**src/rtl/stream_line_arbiter.sv**
```systemverilog
// stream_line_arbiter
// Shares one downstream pixel-stream consumer between two valid/ready
// sources. A whole line of LINE_LEN beats is granted to one source at a
// time. Lines alternate round-robin when both sources have data. Each
// output beat is tagged with its source id, end-of-line and end-of-frame.
//
// Ports
//   clk                 rising-edge clock
//   reset               asynchronous reset, active low
//   in0_valid/ready     source 0 handshake, in0_data source 0 beat
//   in1_valid/ready     source 1 handshake, in1_data source 1 beat
//   out_valid/ready     downstream handshake, out_data forwarded beat
//   out_src             source id of the current beat / current grant
//   out_eol             current beat is the last beat of its line
//   out_eof             current beat is the last beat of its source's frame
//   busy                a line burst is currently granted
//
// state   | meaning
// --------+-------------------------------------------------------------
// S_IDLE  | arbitration bubble; no transfer; pick next source by rr_ptr
// S_BURST | granted source passed straight through until its line ends

module stream_line_arbiter #(
    parameter int DATA_WIDTH      = 8,
    parameter int LINE_LEN        = 640,
    parameter int LINES_PER_FRAME = 480
) (
    input  logic                  clk,
    input  logic                  reset,
    input  logic                  in0_valid,
    output logic                  in0_ready,
    input  logic [DATA_WIDTH-1:0] in0_data,
    input  logic                  in1_valid,
    output logic                  in1_ready,
    input  logic [DATA_WIDTH-1:0] in1_data,
    output logic                  out_valid,
    input  logic                  out_ready,
    output logic [DATA_WIDTH-1:0] out_data,
    output logic                  out_src,
    output logic                  out_eol,
    output logic                  out_eof,
    output logic                  busy
);

    localparam int BW = $clog2(LINE_LEN);
    localparam int LW = (LINES_PER_FRAME > 1) ? $clog2(LINES_PER_FRAME) : 1;
    localparam logic [BW-1:0] LAST_BEAT = BW'(LINE_LEN - 1);
    localparam logic [LW-1:0] LAST_LINE = LW'(LINES_PER_FRAME - 1);

    typedef enum logic {
        S_IDLE  = 1'b0,
        S_BURST = 1'b1
    } state_t;

    state_t          r_state, w_state_nxt;
    logic            r_grant, w_grant_nxt;
    logic            r_rr_ptr, w_rr_nxt;
    logic [BW-1:0]   r_beat_cnt, w_beat_nxt;
    logic [LW-1:0]   r_line_cnt0, r_line_cnt1;
    logic [LW-1:0]   w_line0_nxt, w_line1_nxt;
    logic [LW-1:0]   w_line_cur, w_line_inc;
    logic            w_busy, w_sel_valid, w_xfer;
    logic            w_rr_valid, w_other_valid;

    always_ff @(posedge clk or negedge reset) begin
        if (!reset) begin
            r_state     <= S_IDLE;
            r_grant     <= 1'b0;
            r_rr_ptr    <= 1'b0;
            r_beat_cnt  <= '0;
            r_line_cnt0 <= '0;
            r_line_cnt1 <= '0;
        end else begin
            r_state     <= w_state_nxt;
            r_grant     <= w_grant_nxt;
            r_rr_ptr    <= w_rr_nxt;
            r_beat_cnt  <= w_beat_nxt;
            r_line_cnt0 <= w_line0_nxt;
            r_line_cnt1 <= w_line1_nxt;
        end
    end

    always_comb begin
        w_state_nxt = r_state;
        w_grant_nxt = r_grant;
        w_rr_nxt    = r_rr_ptr;
        w_beat_nxt  = r_beat_cnt;
        w_line0_nxt = r_line_cnt0;
        w_line1_nxt = r_line_cnt1;

        w_busy        = (r_state == S_BURST);
        w_sel_valid   = r_grant ? in1_valid : in0_valid;
        w_rr_valid    = r_rr_ptr ? in1_valid : in0_valid;
        w_other_valid = r_rr_ptr ? in0_valid : in1_valid;
        w_line_cur    = r_grant ? r_line_cnt1 : r_line_cnt0;
        w_line_inc    = (w_line_cur == LAST_LINE) ? '0 : w_line_cur + 1'b1;

        // Zero-latency pass-through of the granted source; the ungranted
        // source never sees ready, so it simply waits for its turn.
        out_valid = w_busy & w_sel_valid;
        in0_ready = w_busy & ~r_grant & out_ready;
        in1_ready = w_busy &  r_grant & out_ready;
        out_data  = r_grant ? in1_data : in0_data;
        out_src   = r_grant;
        busy      = w_busy;

        // Tags depend only on beat position, so they are visible even
        // while the granted source is stalled.
        out_eol = w_busy & (r_beat_cnt == LAST_BEAT);
        out_eof = out_eol & (w_line_cur == LAST_LINE);

        w_xfer = out_valid & out_ready;

        case (r_state)
            S_IDLE: begin
                if (w_rr_valid) begin
                    w_grant_nxt = r_rr_ptr;
                    w_state_nxt = S_BURST;
                end else if (w_other_valid) begin
                    w_grant_nxt = ~r_rr_ptr;
                    w_state_nxt = S_BURST;
                end
            end
            S_BURST: begin
                if (w_xfer) begin
                    if (out_eol) begin
                        w_beat_nxt  = '0;
                        w_rr_nxt    = ~r_grant;
                        w_state_nxt = S_IDLE;
                        if (r_grant) w_line1_nxt = w_line_inc;
                        else         w_line0_nxt = w_line_inc;
                    end else begin
                        w_beat_nxt = r_beat_cnt + 1'b1;
                    end
                end
            end
            default: w_state_nxt = S_IDLE;
        endcase
    end

endmodule

```
**config.mk**
```make
export PLATFORM = sky130hd
export DESIGN_NAME = stream_line_arbiter
export DESIGN_NICKNAME = d
export VERILOG_FILES = /design/src/rtl/stream_line_arbiter.sv
export SDC_FILE = /design/constraint.sdc
export NUM_CORES = 1
export LEC_CHECK = 0
export CORE_MARGIN = 2
export CORE_UTILIZATION = 48
export CTS_BUF_LIST = sky130_fd_sc_hd__clkbuf_4
export DETAILED_ROUTE_END_ITERATION = 10
export HOLD_SLACK_MARGIN = 0.12
export PLACE_DENSITY_LB_ADDON = 0.3
export RECOVER_POWER = 50
export SLEW_MARGIN = 5
export SYNTH_ARGS = -nofsm -noshare
export SYNTH_HDL_FRONTEND = slang
export SYNTH_SLANG_ARGS = --single-unit
```
**constraint.sdc**
```tcl
create_clock -name clk -period 2.32 [get_ports clk]
set_input_delay 0.232 -clock clk [delete_from_list [all_inputs] [get_ports clk]]
set_output_delay 0.232 -clock clk [all_outputs]
set_load 0.02 [all_outputs]
```
== Word-level counts from Yosys, hierarchy flattened ==
Index checks and enable logic that the tools add are counted.

* Flip-flop bits (word level): 31
* Input bits: 21
* Output and inout bits: 15

* Equality and inequality tests: 2
* Bitwise logic cells: 11
* Reductions and logical operators: 6
* Multiplexer cells: 14
* Add/subtract/negate cells: 2

{| class="wikitable"
|+ Operators by type and width
! kind !! number
|-
| two-way mux 9 bit || 2
|-
| adder 10 x 1 -> 10 bit, second input constant || 1
|-
| equality test 10 bit, second input constant || 1
|-
| two-way mux 10 bit || 1
|-
| adder 9 x 1 -> 9 bit, second input constant || 1
|-
| equality test 9 bit, second input constant || 1
|-
| two-way mux 1 bit || 9
|-
| bitwise AND 1 bit || 8
|-
| two-way mux 8 bit || 1
|-
| AND reduction 4 bit || 2
|-
| AND reduction 2 bit || 2
|-
| NOT 1 bit || 3
|-
| AND reduction 3 bit || 1
|-
| one-hot mux 1 bit (2 select lines) || 1
|-
| nonzero test 2 bit || 1
|}

== Logic depth before layout (Yosys ltp) ==
* Depth after elaboration: 5
* Gate-level depth with buffers: 10

== Worst setup path after synthesis ==
Ideal clock, no wire load.

* Path kind: reg-to-output
* Start point: reg r_grant, in the netlist out_src
* End point: out out_eof
* Setup slack: -0.091 ns
* Stages on the path, launching flop included: 10
* Arrival time: 2.179 ns
* Path buffers: 3
* Cell sequence: dfrtp_1 -> buf_4 -> buf_4 -> buf_2 -> mux2_2 -> ha_1 -> inv_1 -> a211oi_2 -> nand2_1 -> nor2_1

* Longest elaborated chain between the ends: 3

{| class="wikitable"
|+ Ends and longest elaborated chain
! what !! RTL line !! source
|-
| from (decl) || 56 || <nowiki>logic r_grant, w_grant_nxt;</nowiki>
|-
| from (signal assigned) || 75 || <nowiki>r_grant <= w_grant_nxt;</nowiki>
|-
| two-way mux 9 bit || 95 || <nowiki>w_line_cur = r_grant ? r_line_cnt1 : r_line_cnt0;</nowiki>
|-
| equality test 9 bit || 110 || <nowiki>out_eof = out_eol & (w_line_cur == LAST_LINE);</nowiki>
|-
| bitwise AND 1 bit || 110 ||
|-
| to (decl) || 41 || <nowiki>output logic out_eof,</nowiki>
|}

Every way passes these cells.

== Final worst setup path ==
* Start point: reg r_grant, in the netlist out_src
* End point: out out_valid

* Longest elaborated chain between the ends: 2

{| class="wikitable"
|+ Ends and longest elaborated chain
! what !! RTL line !! source
|-
| two-way mux 1 bit || 92 || <nowiki>w_sel_valid = r_grant ? in1_valid : in0_valid;</nowiki>
|-
| bitwise AND 1 bit || 100 || <nowiki>out_valid = w_busy & w_sel_valid;</nowiki>
|-
| to (decl) || 36 || <nowiki>output logic out_valid,</nowiki>
|}

Every way passes these cells.

==> metrics.md <==
| Metric | Value |
|---|---|
| Worst Reg-to-Reg Cells | `6` |
| Root Driver | `clkbuf_4` |
| Top post-synthesis cells by area | `dfrtp_1, mux2_2, nand2_1` |
| Leakage power | `0.991 nW` |
| Synth Cell Area | `1760 um2` |
| Async SR Flop Fraction | `100%` |
| Min-Delay Path Class | `reg -> reg` |
| Minimum clock period after layout | `2220 ps` |
| List of most frequent post-synthesis cells | `dfrtp_1, nand2_1, nor2_1` |
| Via count | `1518` |
| Sequential area share after synthesis | `44.2%` |
| Vias in the first global route | `1537` |
| Min Hold Slack | `494 ps` |
| Synth top area share | `44.2%` |
| Port bufs | `35` |
| Clock transition at path regs | `100 ps` |
| Placed cell count | `266` |
| DRC viols | `0` |
| Layout cell share with drive strength beyond 1 | `15.8%` |
| Clk Latency, worst-skew pair | `330 ps` |
| DIE WIDTH | `64.5 um` |
| Filler cells | `290` |
| Status | `finished with violations` |
| Worst path arrival time | `1990 ps` |
| Inserted Diodes | `0` |
| Area leader, netlist | `dfrtp_1` |
| Primary FF master, synth | `dfrtp_1` |
| H-Tree Level Count | `2` |
| Final Cycle Share | `95.6%` |
| Met3 wire len | `140 um` |
| Post-synthesis area per instance | `9.60 um2` |
| Final HPWL DP | `3.26 mm` |
| Maximum root-to-sink buffer count | `2` |
| CP peak stage delay | `610 ps` |
| Tot GR Track Use | `22.0%` |
| Met1 WL | `1.66 mm` |
| Met2 Wirelength | `2.26 mm` |
| Max Slew Vio Count | `32` |
| # Max-Cap Violations | `1` |
| Worst-path maximum fanout | `24` |
| Routed Antenna Nets | `0` |
| Num ports | `36` |
| Hold path start | `r_beat_cnt[6]` |
| Initial antenna violation count | `0` |
| CTS buffer count | `5` |
| Final setup vio count | `0` |
| Setup crit end kind | `output pin` |
| Fin. Hold Viols | `0` |
| EDFF count, synth | `0` |
| RSZ-0062 raised after global routing | `false` |
| Fin nets | `250` |
| FF-to-FF Start | `out_src` |
| Clk_skew | `6.01 ps` |
| Starting DRT DRC Count | `69` |
| Synth Net Count | `206` |
| Top Family by Delay on Critical Path | `buffers and inverters` |
| Core footprint | `3420 um2` |
| DR WL/cell | `15.2 um` |
| Reg2reg end | `r_line_cnt0[6]` |
| CP Data Required Time | `2090 ps` |
| F_max | `451 MHz` |
| Routability cong. | `0.907` |
| Failing checks | `max-capacitance violations, max-slew violations` |
| Peak VDD IR | `0.339 mV` |
| Initial core utilization | `51.4%` |
| Crit Path Class | `reg -> out` |
| Area grow syn2layout | `27.8%` |
| Die area | `4160 um2` |
| Worst-path cell chain | `buf_8 -> mux2i_2 -> buf_4 -> nor2_1 -> clkdlybuf4s50_1` |
| Most frequent cell after synthesis | `dfrtp_1` |
| Max layer used | `met4` |
| Critical Path Slowest Stage Cell | `clkdlybuf4s50_1` |
| Cells after synthesis | `183` |
| Largest net degree at the start of global routing | `32` |
| Layout Cells excl Fill | `274` |
| Yosys Warn Count | `0` |
| Worst Path Buf+Inv | `3` |
| CTS Hold Bufs | `0` |
| Yosys cell types | `37` |
| CTS Sinks | `31` |
| R2R Setup Slk | `240 ps` |
| GR Overflow Total | `0` |
| First-pass GRT wire length | `6.93 mm` |
| Die H | `64.5 um` |
| Drt pass-1 iters | `4` |
| Final WL | `4.17 mm` |
| Worst-Margin Slew | `1610 ps` |
| CTS tree | `yes` |
| Seq cells post-synth | `31` |
| Critical path launch point type | `register` |
| Num rows | `21` |
| Slew margin rel. | `-7.63%` |
| Via density | `5.54` |
| Worst-case hold path end point | `r_beat_cnt[6]` |
| Hold depth | `1` |
| PD cells | `503 nW/um2` |
## through the flow
step                setup TNS, ps  power, mW  worst slack, ps  utilization, %  area, um2
floorplan                   -13.4      0.724            -13.4               -       1760
global placement                0      0.815              165            64.2       2190
detailed placement              0      0.828              116            64.2       2190
CTS                             0       1.14             1.18            65.9       2250
global route                    0       1.19             8.80            65.8       2250
finish                          0       1.13              101            65.8       2250
## per-layer routing
metal,GRT usage [%],up-vias
met3,5.73,10
li1,-,734
met4,12.5,0
met2,37.8,36
met1,24.8,738
met5,0,-
## power by group
group	internal, mW	switching (mW)
clock	0.116	0.198
sequential	0.575	0.0397
combinational	0.111	0.0915
total	0.801	0.329
## layout by cell type, fill, tap and decap left out, drive strengths merged, types with 5 or more instances in the layout
| cell type | instances |
|---|---|
| clkdlybuf4s50 | 32 |
| clkbuf | 8 |
| xnor2 | 8 |
| buf | 6 |
| nand3 | 8 |
| nand2 | 26 |
| nor2 | 15 |
| inv | 7 |
| xor2 | 6 |
| mux2 | 12 |
| nand4 | 5 |
| dfrtp | 31 |
| o21ai | 13 |
## logic make-up (layout without fill, tap and decap cells)
family	after synthesis	count (layout)	share of synthesized area (%)
multiplexers	16	16	10.2
AND/OR/NAND/NOR	76	76	22.8
XOR/XNOR	14	14	6.98
AO/OA/AOI/OAI	31	31	11.0
adder cells (fa/ha/maj)	2	2	1.42
buffers and inverters	13	58	3.49
flip-flops	31	31	44.2
## repair_timing
action | 4_1_cts | 5_1_grt
resized for setup | 2 | 6
buffers inserted | 0 | 0
endpoints found under the setup margin | 2 | 3
## worst max-delay path by stage
| stage | start | to | depth (start not counted) |
|---|---|---|---|
| floorplan | out_src | out_eof | 9 |
| detailed placement | out_src | out_eof | 6 |
| CTS | out_src | out_eof | 7 |
| finish | out_src | out_valid | 5 |
| global placement | out_src | out_eof | 7 |
| global route | out_src | out_valid | 5 |
## registers in the layout (all words and copies together), names as in the netlist
signal       flops
r_line_cnt0      9
busy             1
r_line_cnt1      9
r_rr_ptr         1
out_src          1
r_beat_cnt      10
## area by class of cell
| class | count | area [um2] | share of cell area, % |
|---|---|---|---|
| Clock buffer | 5 | 37.5 | 1.67 |
| Inverter | 7 | 26.3 | 1.17 |
| Multi-Input combinational cell | 139 | 920 | 40.9 |
| Timing Repair Buffer | 43 | 408 | 18.2 |
| Sequential cell | 31 | 777 | 34.6 |
| Tap cell | 46 | 57.6 | 2.56 |
| Clock inverter | 3 | 20.0 | 0.891 |
No activity file was read; power rests on OpenSTA's default activity.
